## src/rtl/bxu_io_sequencer.sv

```systemverilog
// BXU program sequencer: fetches 16-bit {operand, opcode} words from a combinational ROM
// and moves bytes between the UART RX/TX handshakes and the data register. Optional JMP: BXU_SEQ_JMP_EN.
module bxu_io_sequencer #(
  parameter int DATA_BITWIDTH = 16,
  parameter int ADDR_BITWIDTH = 16,
  parameter logic [ADDR_BITWIDTH-1:0] PC_LAST = {ADDR_BITWIDTH{1'b1}}
) (
  input  logic                     clk,
  input  logic                     rst,
  output logic [ADDR_BITWIDTH-1:0] addr_rd,
  input  logic [DATA_BITWIDTH-1:0] data_rd,
  input  logic [7:0]               rx_data,
  input  logic                     rx_valid,
  output logic                     rx_ready,
  output logic [7:0]               tx_data,
  output logic                     tx_valid,
  input  logic                     tx_ready,
  output logic                     busy_io
);

  localparam int OPND_W = DATA_BITWIDTH - 4;

  localparam logic [1:0] S_FETCH = 2'd0;
  localparam logic [1:0] S_EXEC  = 2'd1;
  localparam logic [1:0] S_IN    = 2'd2;
  localparam logic [1:0] S_OUT   = 2'd3;

  localparam logic [3:0] OP_IN  = 4'b1011;
  localparam logic [3:0] OP_OUT = 4'b0011;
  localparam logic [3:0] OP_JMP = 4'b0001;

  logic [1:0]               state;
  logic [ADDR_BITWIDTH-1:0] pc;
  logic [DATA_BITWIDTH-1:0] ir;
  logic [7:0]               d;

  logic [3:0]        opcode;
  logic [OPND_W-1:0] operand;

  assign opcode  = ir[3:0];
  assign operand = ir[DATA_BITWIDTH-1:4];
  assign addr_rd = pc;
  assign busy_io = (state == S_IN) || (state == S_OUT);

  function automatic logic [ADDR_BITWIDTH-1:0] next_pc(input logic [ADDR_BITWIDTH-1:0] cur);
    return (cur == PC_LAST) ? '0 : cur + ADDR_BITWIDTH'(1);
  endfunction

  // operand[9] selects the data register over the 8-bit immediate
  function automatic logic [7:0] out_byte(input logic sel_d, input logic [7:0] imm,
                                          input logic [7:0] dreg);
    return sel_d ? dreg : imm;
  endfunction

`ifdef BXU_SEQ_JMP_EN
  logic [ADDR_BITWIDTH-1:0] jmp_target;
  assign jmp_target = ADDR_BITWIDTH'(operand);
`else
  logic unused_operand_bits;
  assign unused_operand_bits = ^{operand[OPND_W-1:10], operand[8]};
`endif

  always_ff @(posedge clk) begin
    if (rst) begin
      state    <= S_FETCH;
      pc       <= '0;
      ir       <= '0;
      d        <= 8'h00;
      rx_ready <= 1'b0;
      tx_valid <= 1'b0;
      tx_data  <= 8'h00;
    end else begin
      case (state)
        S_FETCH: begin
          ir    <= data_rd;
          state <= S_EXEC;
        end
        S_EXEC: begin
          if (opcode == OP_IN) begin
            rx_ready <= 1'b1;
            state    <= S_IN;
          end else if (opcode == OP_OUT) begin
            tx_data  <= out_byte(operand[9], operand[7:0], d);
            tx_valid <= 1'b1;
            state    <= S_OUT;
          end
`ifdef BXU_SEQ_JMP_EN
          else if (opcode == OP_JMP) begin
            pc    <= jmp_target;
            state <= S_FETCH;
          end
`endif
          else begin
            pc    <= next_pc(pc);
            state <= S_FETCH;
          end
        end
        // handshakes complete only once the state has raised its own ready/valid
        S_IN: begin
          if (rx_valid && rx_ready) begin
            d        <= rx_data;
            rx_ready <= 1'b0;
            pc       <= next_pc(pc);
            state    <= S_FETCH;
          end
        end
        S_OUT: begin
          if (tx_valid && tx_ready) begin
            tx_valid <= 1'b0;
            pc       <= next_pc(pc);
            state    <= S_FETCH;
          end
        end
        default: state <= S_FETCH;
      endcase
    end
  end

endmodule

```

## config.mk

```make
export PLATFORM = sky130hd
export DESIGN_NAME = bxu_io_sequencer
export DESIGN_NICKNAME = d
export VERILOG_FILES = /design/src/rtl/bxu_io_sequencer.sv
export SDC_FILE = /design/constraint.sdc
export NUM_CORES = 1
export LEC_CHECK = 0
export ABC_AREA = 1
export BUFFER_PORTS_ARGS = -buffer_cell sky130_fd_sc_hd__buf_2
export CORE_MARGIN = 4
export CORE_UTILIZATION = 40
export CTS_CLUSTER_SIZE = 24
export DETAILED_ROUTE_END_ITERATION = 6
export GPL_TIMING_DRIVEN = 0
export PLACE_DENSITY_LB_ADDON = 0.15
export SLEW_MARGIN = 10
export SYNTH_ARGS = -nofsm -noshare
export SYNTH_HDL_FRONTEND = slang
export SYNTH_SLANG_ARGS = --single-unit
```

## constraint.sdc

```tcl
create_clock -name clk -period 3.44 [get_ports clk]
set_input_delay 0.172 -clock clk [delete_from_list [all_inputs] [get_ports clk]]
set_output_delay 0.172 -clock clk [all_outputs]
set_load 0.02 [all_outputs]
```

==> qor.csv, run 1 <==
stage,metric,value,unit
drt,vias,2200,
drt,via_per_inst,4.90,
worst_setup_path,critical_path.top_delay_family,simple AND/OR/NAND/NOR gates,
drt,wl,5450,um
sta,post-route-period-util,50.3,%
floorplan,dieHeight,84.1,um
clock_network,cts_buffers,5,
floorplan,io_pins,55,
worst_setup_path,crit_chain,inv_1 -> ha_1 -> nand4_2 -> nor2_2 -> inv_2 -> a211oi_1 -> nor2_1,
power,power_switching_share,28.5,%
drt,wl_per_cell,12.1,um
power,p_comb_share,14.3,%
final_layout,layout.cells.non_filler,449,
worst_setup_path,end_kind,register,
sta,fin_skew,0.00691,ns
floorplan,rows,27,
grt,grt_pass1_vias,2014,
sta,relSlewSlack,67.5,%
clock_network,post_cts_buffers,0,
power,p_leak,1.21,nW
clock_network,cts_tree,yes,
worst_setup_path,startpoint_type,register,
sta,rsz0062_at_grt,false,
grt,globalRouteOverflowTotal,0,
yosys,synth_nets,352,
power,power_switching,0.000315,W
worst_setup_path,worst-path-max-fanout,8,
power,irDropWorstVdd,0.172,mV
placement,routabilityCongestion,0.843,
min_path,hp-class,in -> reg,
run_status,outcome,finished clean,
final_layout,n_antenna_cell,0,
clock_network,clk_pin_slew_worst_paths,0.09,ns
final_layout,nFillCells,585,
power,power.density,402,nW/um^2
grt,antenna_found_initial,0,
grt,grt_util_all_layers,15.9,%
floorplan,dieArea,7070,um^2
yosys,avgSynthCellArea,7.26,um^2
sta,finalSetupTns,0,ns
drt,first_pass_iters,4,
worst_setup_path,cpMaxStageDelayCell,dfxtp_1,
floorplan,die-width,84.1,um
yosys,yosysSeqAreaShare,42.4,%
final_layout,drive_gt1_share,22.5,%
worst_setup_path,crit_type,reg -> reg,
drt,ant_nets,0,
worst_setup_path,arrival,1.92,ns
final_layout,area_growth,18.4,%
power,clockPowerShare,31.0,%
sta,fin_crit,1.73,ns
sta,tightest_slew,0.488,ns
clock_network,cts_resized,0,
sta,hold_viol_final,0,
clock_network,root_buffer,clkbuf_8,
clock_network,cts_sinks,49,
run,maxCapViolations,0,
placement,port_buffers,50,
clock_network,cts_hold_buf,0,
placement,hpwl,4210,um
sta,max_freq,578,MHz
worst_setup_path,cp.required,3.63,ns
worst_setup_path,critPathMaxStageDelay,0.34,ns
power,p_int,0.000788,W
clock_network,clock_latency,0.30,ns
floorplan,core-area,5570,um^2
placement,dpl.cell_count,441,
clock_network,htreeDepth,2,
grt,grt_pass1_wl,9240,um
sta,setup_violations,0,
power,total_power,0.00110,W
yosys,yosys_warnings,0,
sta,slew_viol_final,0,
yosys,netlist_instances,319,
yosys,syn-cell-area,2310,um^2
drt,drt_iter0_drc,86,
clock_network,clockBufferDepth,2,
grt,grt_start_max_net_pins,16,
worst_setup_path,path_buf_inv,2,
yosys,ys_ff_latch,49,
power,power_frac_seq,54.8,%
drt,drc,0,
floorplan,start_util,41.5,%
yosys,synth_cell_type_count,30,
final_layout,nets,409,
cell usage in the layout, fill, tap and decap left out, types with 2 or more instances in the layout:
cell,netlist,final
clkbuf_8,0,5
nand2_2,3,3
buf_2,2,52
buf_6,3,3
a211oi_1,9,9
nand2_1,48,48
nor2_1,53,53
nor2_2,3,3
inv_1,37,37
nand4_2,2,2
or2_2,2,2
nand3_2,4,4
nand4_1,4,4
clkinv_2,0,2
dfxtp_1,49,49
clkinv_1,2,2
nand3_1,14,14
ha_1,5,5
clkbuf_1,6,6
inv_2,2,2
nor2_4,2,2
o21bai_1,3,3
o21ai_0,34,34
a21oi_1,24,24
registers in the layout (all words and copies together) (netlist names):
| register | count |
|---|---|
| rx_ready | 1 |
| ir | 13 |
| d | 8 |
| tx_data | 8 |
| addr_rd | 16 |
| tx_valid | 1 |
| state | 2 |
metrics by stage:
step	hold WS, ns	setup slack (ns)	util, %	area (um^2)
2_1_floorplan	0.307	1.94	-	2310
3_3_place_gp	0.400	1.73	47.6	2660
3_5_place_dp	0.407	1.70	47.6	2660
4_1_cts	0.0871	1.68	49.2	2740
5_1_grt	0.0972	1.55	49.2	2740
6_report	0.0929	1.71	49.2	2740
layer usage:
metal  vias up  part of all wire, %  track usage [%]
met2        44                   45             25.8
met5         -                    0                0
met4         0                 0.95             3.95
li1       1145                    -                -
met3         5                  4.4             3.75
met1      1006                   50             21.1
power by group through the flow:
stage	sequential [W]	combinational, W	clock, W
3_3_place_gp	0.000617	0.000157	0
4_1_cts	0.000604	0.000160	0.000354
2_1_floorplan	0.000623	0.000102	0
5_1_grt	0.000608	0.000178	0.000375
6_report	0.000604	0.000158	0.000341
3_5_place_dp	0.000617	0.000159	0
cell families after synthesis:
kind of cell	after synthesis	synth area share, %
flip-flops	49	42.4
adder cells (fa/ha/maj)	5	2.70
buffers and inverters	53	9.68
AO/OA/AOI/OAI	73	17.4
AND/OR/NAND/NOR	139	27.8
layout make-up:
class                      count  area (um^2)  share of cell area (%)
buffer                        12         70.1                    2.56
clock buffer                   5         68.8                    2.51
clock inverter                 3         17.5                   0.639
inverter                      41          154                    5.61
multi-input combinational    217         1110                    40.5
sequential                    49          981                    35.8
tap                           72         90.1                    3.29
timing repair buffer          50          250                    9.13
path summary, 6_finish.rpt:
kind	from	end	slack, ns	cells past startpoint
setup / recovery	state[1]$_SDFFE_PP0P_	tx_data[5]$_SDFFE_PP0P_	1.71	7
hold / removal	data_rd[0]	ir[0]$_SDFFE_PP0N_	0.09	3
setup reg to reg	state[1]$_SDFFE_PP0P_	tx_data[5]$_SDFFE_PP0P_	1.71	7
hold reg to reg	d[7]$_SDFFE_PP0P_	d[7]$_SDFFE_PP0P_	0.45	2
cells in the mapped netlist:
library cell / count / area (um^2)
o21ai_2: 1 / 8.76
ha_1: 5 / 62.6
nor2_2: 3 / 18.8
nand4_2: 2 / 25.0
o21bai_1: 3 / 22.5
buf_1: 1 / 3.75
clkinv_1: 2 / 7.51
a21oi_1: 24 / 120
nor2_1: 53 / 199
or2_0: 1 / 6.26
nor3_2: 1 / 10.0
a211oi_1: 9 / 67.6
clkbuf_1: 6 / 22.5
nand4_1: 4 / 25.0
nand2_4: 1 / 11.3
nand3_1: 14 / 70.1
nand2_1: 48 / 180
nand3_2: 4 / 40.0
inv_1: 37 / 139
buf_2: 2 / 10.0
nor2_4: 2 / 22.5
buf_6: 3 / 33.8
inv_2: 2 / 7.51
or2_2: 2 / 12.5
nand2_2: 3 / 18.8
dfxtp_1: 49 / 981
o21ai_1: 1 / 5.00
nor3_1: 1 / 5.00
o21ai_0: 34 / 170
a21oi_2: 1 / 8.76
worst register-to-register path: stages, from the launching register on:
cell	delay, ns
dfxtp_1	0.34
inv_1	0.10
ha_1	0.28
nand4_2	0.20
nor2_2	0.23
inv_2	0.12
a211oi_1	0.29
nor2_1	0.06
(Power assumes the default switching activity.)
==> inputs of run 2 (changes only) <==
==> constraint.sdc (replaced) <==
create_clock -name clk -period 1.68 [get_ports clk]
set_input_delay 0.084 -clock clk [delete_from_list [all_inputs] [get_ports clk]]
set_output_delay 0.084 -clock clk [all_outputs]
set_load 0.02 [all_outputs]
==> run 2 against run 1 <==
Effect of this change: final cell count rose by 0.67%; combinational power up 120%; global-route usage grew 0.14 points; first-iteration DRC count up 9.3%.
==> qor.csv, run 2 (synthesis results as in run 1) <==
stage,metric,value,unit,change
run_status,outcome,finished clean,,
drt,ant_nets,0,,unchanged
placement,place_area,2660,um^2,unchanged
sta,rsz0062_at_grt,true,,
floorplan,core-area,5570,um^2,unchanged
drt,drt_iter0_drc,94,,+9.3%
floorplan,dieHeight,84.1,um,unchanged
worst_setup_path,worst-path-max-fanout,7,,-1
floorplan,die-width,84.1,um,unchanged
sta,tightest_slew,0.534,ns,+0.0460 ns
power,p_leak,1.23,nW,+1.7%
floorplan,rows,27,,unchanged
clock_network,clockBufferDepth,2,,unchanged
clock_network,htreeDepth,2,,unchanged
worst_setup_path,path_buf_inv,0,,-2
final_layout,area_growth,21.9,%,
worst_setup_path,rr_startpoint,addr_rd[1]$_SDFFE_PP0P_,,
worst_setup_path,critPathMaxStageDelay,0.39,ns,+0.05 ns
worst_setup_path,cpMaxStageDelayCell,dfxtp_1,,
clock_network,clock_latency,0.30,ns,about the same
floorplan,dieArea,7070,um^2,unchanged
sta,hold_viol_final,0,,unchanged
placement,preCtsSetupSlack,-0.0622,ns,-1.76 ns
final_layout,nets,412,,+0.73%
sta,max_freq,618,MHz,+6.9%
drt,vias,2185,,-0.68%
final_layout,n_antenna_cell,0,,unchanged
worst_setup_path,worstSetupStartpoint,addr_rd[1]$_SDFFE_PP0P_,,
grt,globalRouteOverflowTotal,0,,unchanged
power,power.density,809,nW/um^2,+100%
final_layout,final_common_cell,nor2_1,,
placement,dpl.cell_count,441,,unchanged
sta,relSlewSlack,64.4,%,-3.1 points
run,maxCapViolations,0,,unchanged
grt,grt_pass1_wl,9340,um,+1.1%
final_layout,layout.cells.non_filler,452,,+0.67%
power,irDropWorstVdd,0.355,mV,+110%
sta,post-route-period-util,96.4,%,+46 points
min_path,hold_start,data_rd[0],,
sta,setup_violations,0,,unchanged
sta,fin_crit,1.62,ns,-0.112 ns
worst_setup_path,critical_path.top_delay_family,simple AND/OR/NAND/NOR gates,,
power,total_power,0.00228,W,+110%
sta,finalWorstSetupSlack,0.0611,ns,-1.65 ns
placement,port_buffers,50,,unchanged
sta,fin_skew,0.00423,ns,-0.00268 ns
drt,drc,0,,unchanged
sta,slew_viol_final,0,,unchanged
clock_network,root_buffer,clkbuf_8,,
grt,grt_start_max_net_pins,16,,unchanged
clock_network,cts_sinks,49,,unchanged
clock_network,cts_tree,yes,,
drt,wl,5510,um,+1.0%
min_path,hp-class,in -> reg,,
worst_setup_path,startpoint_type,register,,
floorplan,io_pins,55,,unchanged
worst_setup_path,crit_chain,ha_1 -> nand2_1 -> nor2_2 -> nand4_2 -> o21ai_4 -> nor2_1,,
grt,antenna_found_initial,0,,unchanged
drt,via_per_inst,4.83,,-1.3%
worst_setup_path,arrival,1.81,ns,-0.11 ns
drt,first_pass_iters,5,,+1
worst_setup_path,cp.required,1.87,ns,-1.76 ns
final_layout,largest_reg_flops,16,,unchanged
worst_setup_path,crit_type,reg -> reg,,
placement,routabilityCongestion,0.843,,unchanged
clock_network,cts_buffers,5,,unchanged
worst_setup_path,end_kind,register,,
final_layout,final_area,2820,um^2,+2.9%
placement,hpwl,4210,um,unchanged
floorplan,start_util,41.5,%,unchanged
final_layout,drive_gt1_share,25.3,%,+2.7 points
grt,grt_util_all_layers,16.0,%,+0.14 points
final_layout,nFillCells,573,,-2.1%
grt,grt_pass1_vias,2042,,+1.4%
final_layout,final_cell_mix,"nor2_1, buf_2, nand2_1",,
clock_network,clk_pin_slew_worst_paths,0.09,ns,about the same
drt,wl_per_cell,12.2,um,+0.36%
[run 2: changes by cell type in the layout (fill, tap and decap cells not counted), sizes merged]
cell,delta
buf,+2
dlygate4sd3,+1
[run 2: area by class of cell]
class,count,area (um^2),area share (%)
plain buffers,12,71.3,2.53
inverters,41,154,5.45
multi-input cells,217,1160,41.0
clock inverters,3,17.5,0.621
clock buffers,5,68.8,2.44
flip-flops and latches,49,987,35.0
repair buffers,53,275,9.76
well taps,72,90.1,3.19
[run 2: final timing paths]
check	slack, ns	endpoint	cells after the start
worst max-delay path	0.06	addr_rd[13]$_SDFFE_PP0P_	6
worst min-delay path	0.004	ir[0]$_SDFFE_PP0N_	3
worst max register to register	0.06	addr_rd[13]$_SDFFE_PP0P_	6
worst min register to register	0.45	d[7]$_SDFFE_PP0P_	2
[run 2: power breakdown]
part	switching, W	internal, W
Clock	0.000406	0.000288
Combinational	0.000217	0.000131
Sequential	0.0000284	0.00121
[run 2: what timing repair did]
action | CTS | global route
hold buffers | 1 | 0
gates cloned | 0 | 0
pin swaps | 1 | 1
setup buffers | 2 | 0
endpoints found under the setup margin | 15 | 21
endpoints found under the hold margin | 1 | 0
gates resized for setup | 4 | 10
[run 2: routing by layer]
metal  up-vias  track usage (%)  wire length [um]
met5         -                0                 0
met4         0             3.95                26
met3         2             3.75               281
met2        43             26.1              2480
met1       986             21.2              2720
li1       1154                -                 -
[run 2: worst reg2reg max path, stage by stage, from the launching register on]
cell and delay [ns]:
dfxtp_1 0.39, ha_1 0.19, nand2_1 0.10, nor2_2 0.22, nand4_2 0.19, o21ai_4 0.33
nor2_1 0.09
[run 2: metrics by stage]
step                utilization [%]  hold WS, ns  TNS (ns)
floorplan                         -        0.219         0
global placement               47.6        0.312   -0.0794
detailed placement             47.6        0.319    -0.262
CTS                            49.9      0.00112         0
global route                   50.6      0.00922    -0.124
finish                         50.6      0.00379         0
==> inputs of run 3 (changes only) <==
--- a/config.mk
+++ b/config.mk
@@ -12,6 +12,7 @@
 export CTS_CLUSTER_SIZE = 24
 export DETAILED_ROUTE_END_ITERATION = 6
 export GPL_TIMING_DRIVEN = 0
+export HOLD_SLACK_MARGIN = 0.02
 export PLACE_DENSITY_LB_ADDON = 0.15
 export SLEW_MARGIN = 10
 export SYNTH_ARGS = -nofsm -noshare
==> run 3 against run 2 <==
Effect of this change: wire length increased by 0.58%; sequential power about the same; global-route usage increased by 0.20 points; via count increased by 0.32%; maximum frequency increased by 1.7%; sequential share of layout area decreased by 0.37 points.
==> qor.csv, run 3 (synthesis results as in run 1) <==
stage,metric,value,unit,change
worst_setup_path,startpoint_type,register,,
sta,rsz0062_at_grt,true,,
worst_setup_path,critical_path.top_delay_family,simple AND/OR/NAND/NOR gates,,
worst_setup_path,r2r_slack,0.09,ns,+0.03 ns
drt,vias,2192,,+0.32%
sta,fin_crit,1.59,ns,-0.0266 ns
drt,first_pass_iters,4,,-1
clock_network,cts_buffers,5,,unchanged
grt,grt_pass1_vias,2064,,+1.1%
floorplan,rows,27,,unchanged
floorplan,dieArea,7070,um^2,unchanged
grt,antenna_found_initial,0,,unchanged
final_layout,final_cell_mix,"nor2_1, buf_2, nand2_1",,
sta,slew_viol_final,0,,unchanged
power,irDropWorstVdd,0.355,mV,-0.17%
worst_setup_path,r2r-end,addr_rd[13]$_SDFFE_PP0P_,,
grt,grt_start_max_net_pins,16,,unchanged
sta,relSlewSlack,64.4,%,about the same
sta,setup_violations,0,,unchanged
worst_setup_path,crit_chain,ha_1 -> nand2_1 -> nor2_2 -> nand4_2 -> o21ai_4 -> nor2_1,,
drt,wl_per_cell,12.2,um,about the same
final_layout,drive_gt1_share,25.1,%,-0.20 points
worst_setup_path,crit_type,reg -> reg,,
final_layout,final_core_util,51.2,%,+0.54 points
power,clockPowerShare,30.4,%,about the same
run_status,outcome,finished clean,,
power,power_switching,0.000652,W,+0.22%
min_path,min_path_cells,3,,unchanged
sta,fin_skew,0.00632,ns,+0.00209 ns
floorplan,dieHeight,84.1,um,unchanged
min_path,hold_start,rx_data[1],,
sta,max_freq,628,MHz,+1.7%
placement,place_area,2660,um^2,unchanged
power,p_int,0.00164,W,+0.28%
min_path,holdPathEnd,d[1]$_SDFFE_PP0P_,,
worst_setup_path,cp.required,1.87,ns,about the same
clock_network,root_buffer,clkbuf_8,,
power,p_comb_share,15.4,%,+0.2 points
worst_setup_path,path_buf_inv,0,,unchanged
final_layout,nets,415,,+0.73%
placement,port_buffers,50,,unchanged
final_layout,nFillCells,569,,-0.70%
drt,wl,5540,um,+0.58%
placement,hpwl,4210,um,unchanged
clock_network,clock_latency,0.30,ns,about the same
floorplan,start_util,41.5,%,unchanged
clock_network,htreeDepth,2,,unchanged
final_layout,final_common_cell,nor2_1,,
final_layout,n_antenna_cell,0,,unchanged
min_path,hp-class,in -> reg,,
worst_setup_path,end_kind,register,,
final_layout,final_area,2850,um^2,+1.1%
sta,post-route-period-util,94.8,%,-1.6 points
grt,grt_pass1_wl,9470,um,+1.3%
placement,routabilityCongestion,0.843,,unchanged
grt,globalRouteOverflowTotal,0,,unchanged
worst_setup_path,arrival,1.78,ns,-0.03 ns
run,maxCapViolations,0,,unchanged
final_layout,largest_reg_flops,16,,unchanged
grt,grt_util_all_layers,16.2,%,+0.20 points
drt,drt_iter0_drc,80,,-15%
power,p_leak,1.25,nW,+1.0%
clock_network,cts_sinks,49,,unchanged
power,power.density,802,nW/um^2,-0.79%
power,power_switching_share,28.5,%,about the same
sta,tightest_slew,0.534,ns,-0.000228 ns
clock_network,cts_tree,yes,,
worst_setup_path,rr_startpoint,addr_rd[1]$_SDFFE_PP0P_,,
clock_network,clockBufferDepth,2,,unchanged
floorplan,die-width,84.1,um,unchanged
floorplan,core-area,5570,um^2,unchanged
worst_setup_path,critPathMaxStageDelay,0.39,ns,about the same
sta,hold_viol_final,0,,unchanged
worst_setup_path,cpMaxStageDelayCell,dfxtp_1,,
clock_network,clk_pin_slew_worst_paths,0.09,ns,about the same
power,power_frac_seq,54.2,%,-0.2 points
floorplan,io_pins,55,,unchanged
drt,ant_nets,0,,unchanged
worst_setup_path,r2r_cells,6,,unchanged
drt,drc,0,,unchanged
drt,via_per_inst,4.82,,-0.34%
final_layout,area_growth,23.2,%,
worst_setup_path,worst-path-max-fanout,7,,unchanged
==> run 3: changes by cell type in the layout (fill, tap and decap cells not counted) <==
cell	delta
dlygate4sd3_1	+3
==> run 3: repair_timing <==
action,4_1_cts,5_1_grt
setup endpoints to repair,15,21
hold endpoints to repair,4,0
setup buffers,2,0
pin swaps,1,1
resized for setup,4,10
hold buffers,4,0
==> run 3: final cells by class <==
type	instances	area, um^2	share of cell area [%]
tap	72	90.1	3.16
clock buffer	5	68.8	2.41
inverter	41	154	5.40
clock inverter	3	17.5	0.614
timing repair buffer	56	305	10.7
multi-input combinational	217	1160	40.6
sequential	49	987	34.6
buffer	12	71.3	2.50
==> run 3: stage by stage <==
stage          std cells  hold slack [ns]  setup slack (ns)  setup TNS [ns]  power, W
2_1_floorplan        319            0.219             0.182               0   0.00148
3_3_place_gp         441            0.312           -0.0309         -0.0794   0.00158
3_5_place_dp         441            0.319           -0.0622          -0.262   0.00159
4_1_cts              455           0.0475            0.0144               0   0.00231
5_1_grt              455           0.0738           -0.0251          -0.124   0.00241
6_report             455           0.0506            0.0877               0   0.00229
==> run 3: worst register-to-register path, cell delays in order (launching register included) <==
cell and delay (ns):
dfxtp_1 0.39, ha_1 0.19, nand2_1 0.10, nor2_2 0.22, nand4_2 0.20, o21ai_4 0.31, nor2_1 0.08
==> run 3: power by group through the flow <==
stage          combinational, W  clock [W]  sequential (W)
3_5_place_dp           0.000326          0         0.00126
5_1_grt                0.000395   0.000765         0.00125
4_1_cts                0.000348   0.000724         0.00124
6_report               0.000353   0.000695         0.00124
3_3_place_gp           0.000321          0         0.00126
2_1_floorplan          0.000210          0         0.00128
==> run 3: per-layer routing <==
| layer | wire length [um] | GRT usage, % | part of all wire [%] |
|---|---|---|---|
| met4 | 26 | 3.95 | 0.47 |
| met5 | 0 | 0 | 0 |
| met1 | 2730 | 21.4 | 49 |
| met3 | 294 | 3.75 | 5.3 |
| met2 | 2490 | 26.5 | 45 |
==> run 3: worst max-delay path by stage <==
stage,endpoint,depth (start not counted),start
after global routing,addr_rd[11]$_SDFFE_PP0P_,6,addr_rd[1]$_SDFFE_PP0P_
after floorplan,addr_rd[11]$_SDFFE_PP0P_,9,state[1]$_SDFFE_PP0P_
after global placement,tx_data[5]$_SDFFE_PP0P_,7,state[1]$_SDFFE_PP0P_
final,addr_rd[13]$_SDFFE_PP0P_,6,addr_rd[1]$_SDFFE_PP0P_
after CTS,tx_data[5]$_SDFFE_PP0P_,7,state[1]$_SDFFE_PP0P_
after detailed placement,tx_data[5]$_SDFFE_PP0P_,7,state[1]$_SDFFE_PP0P_
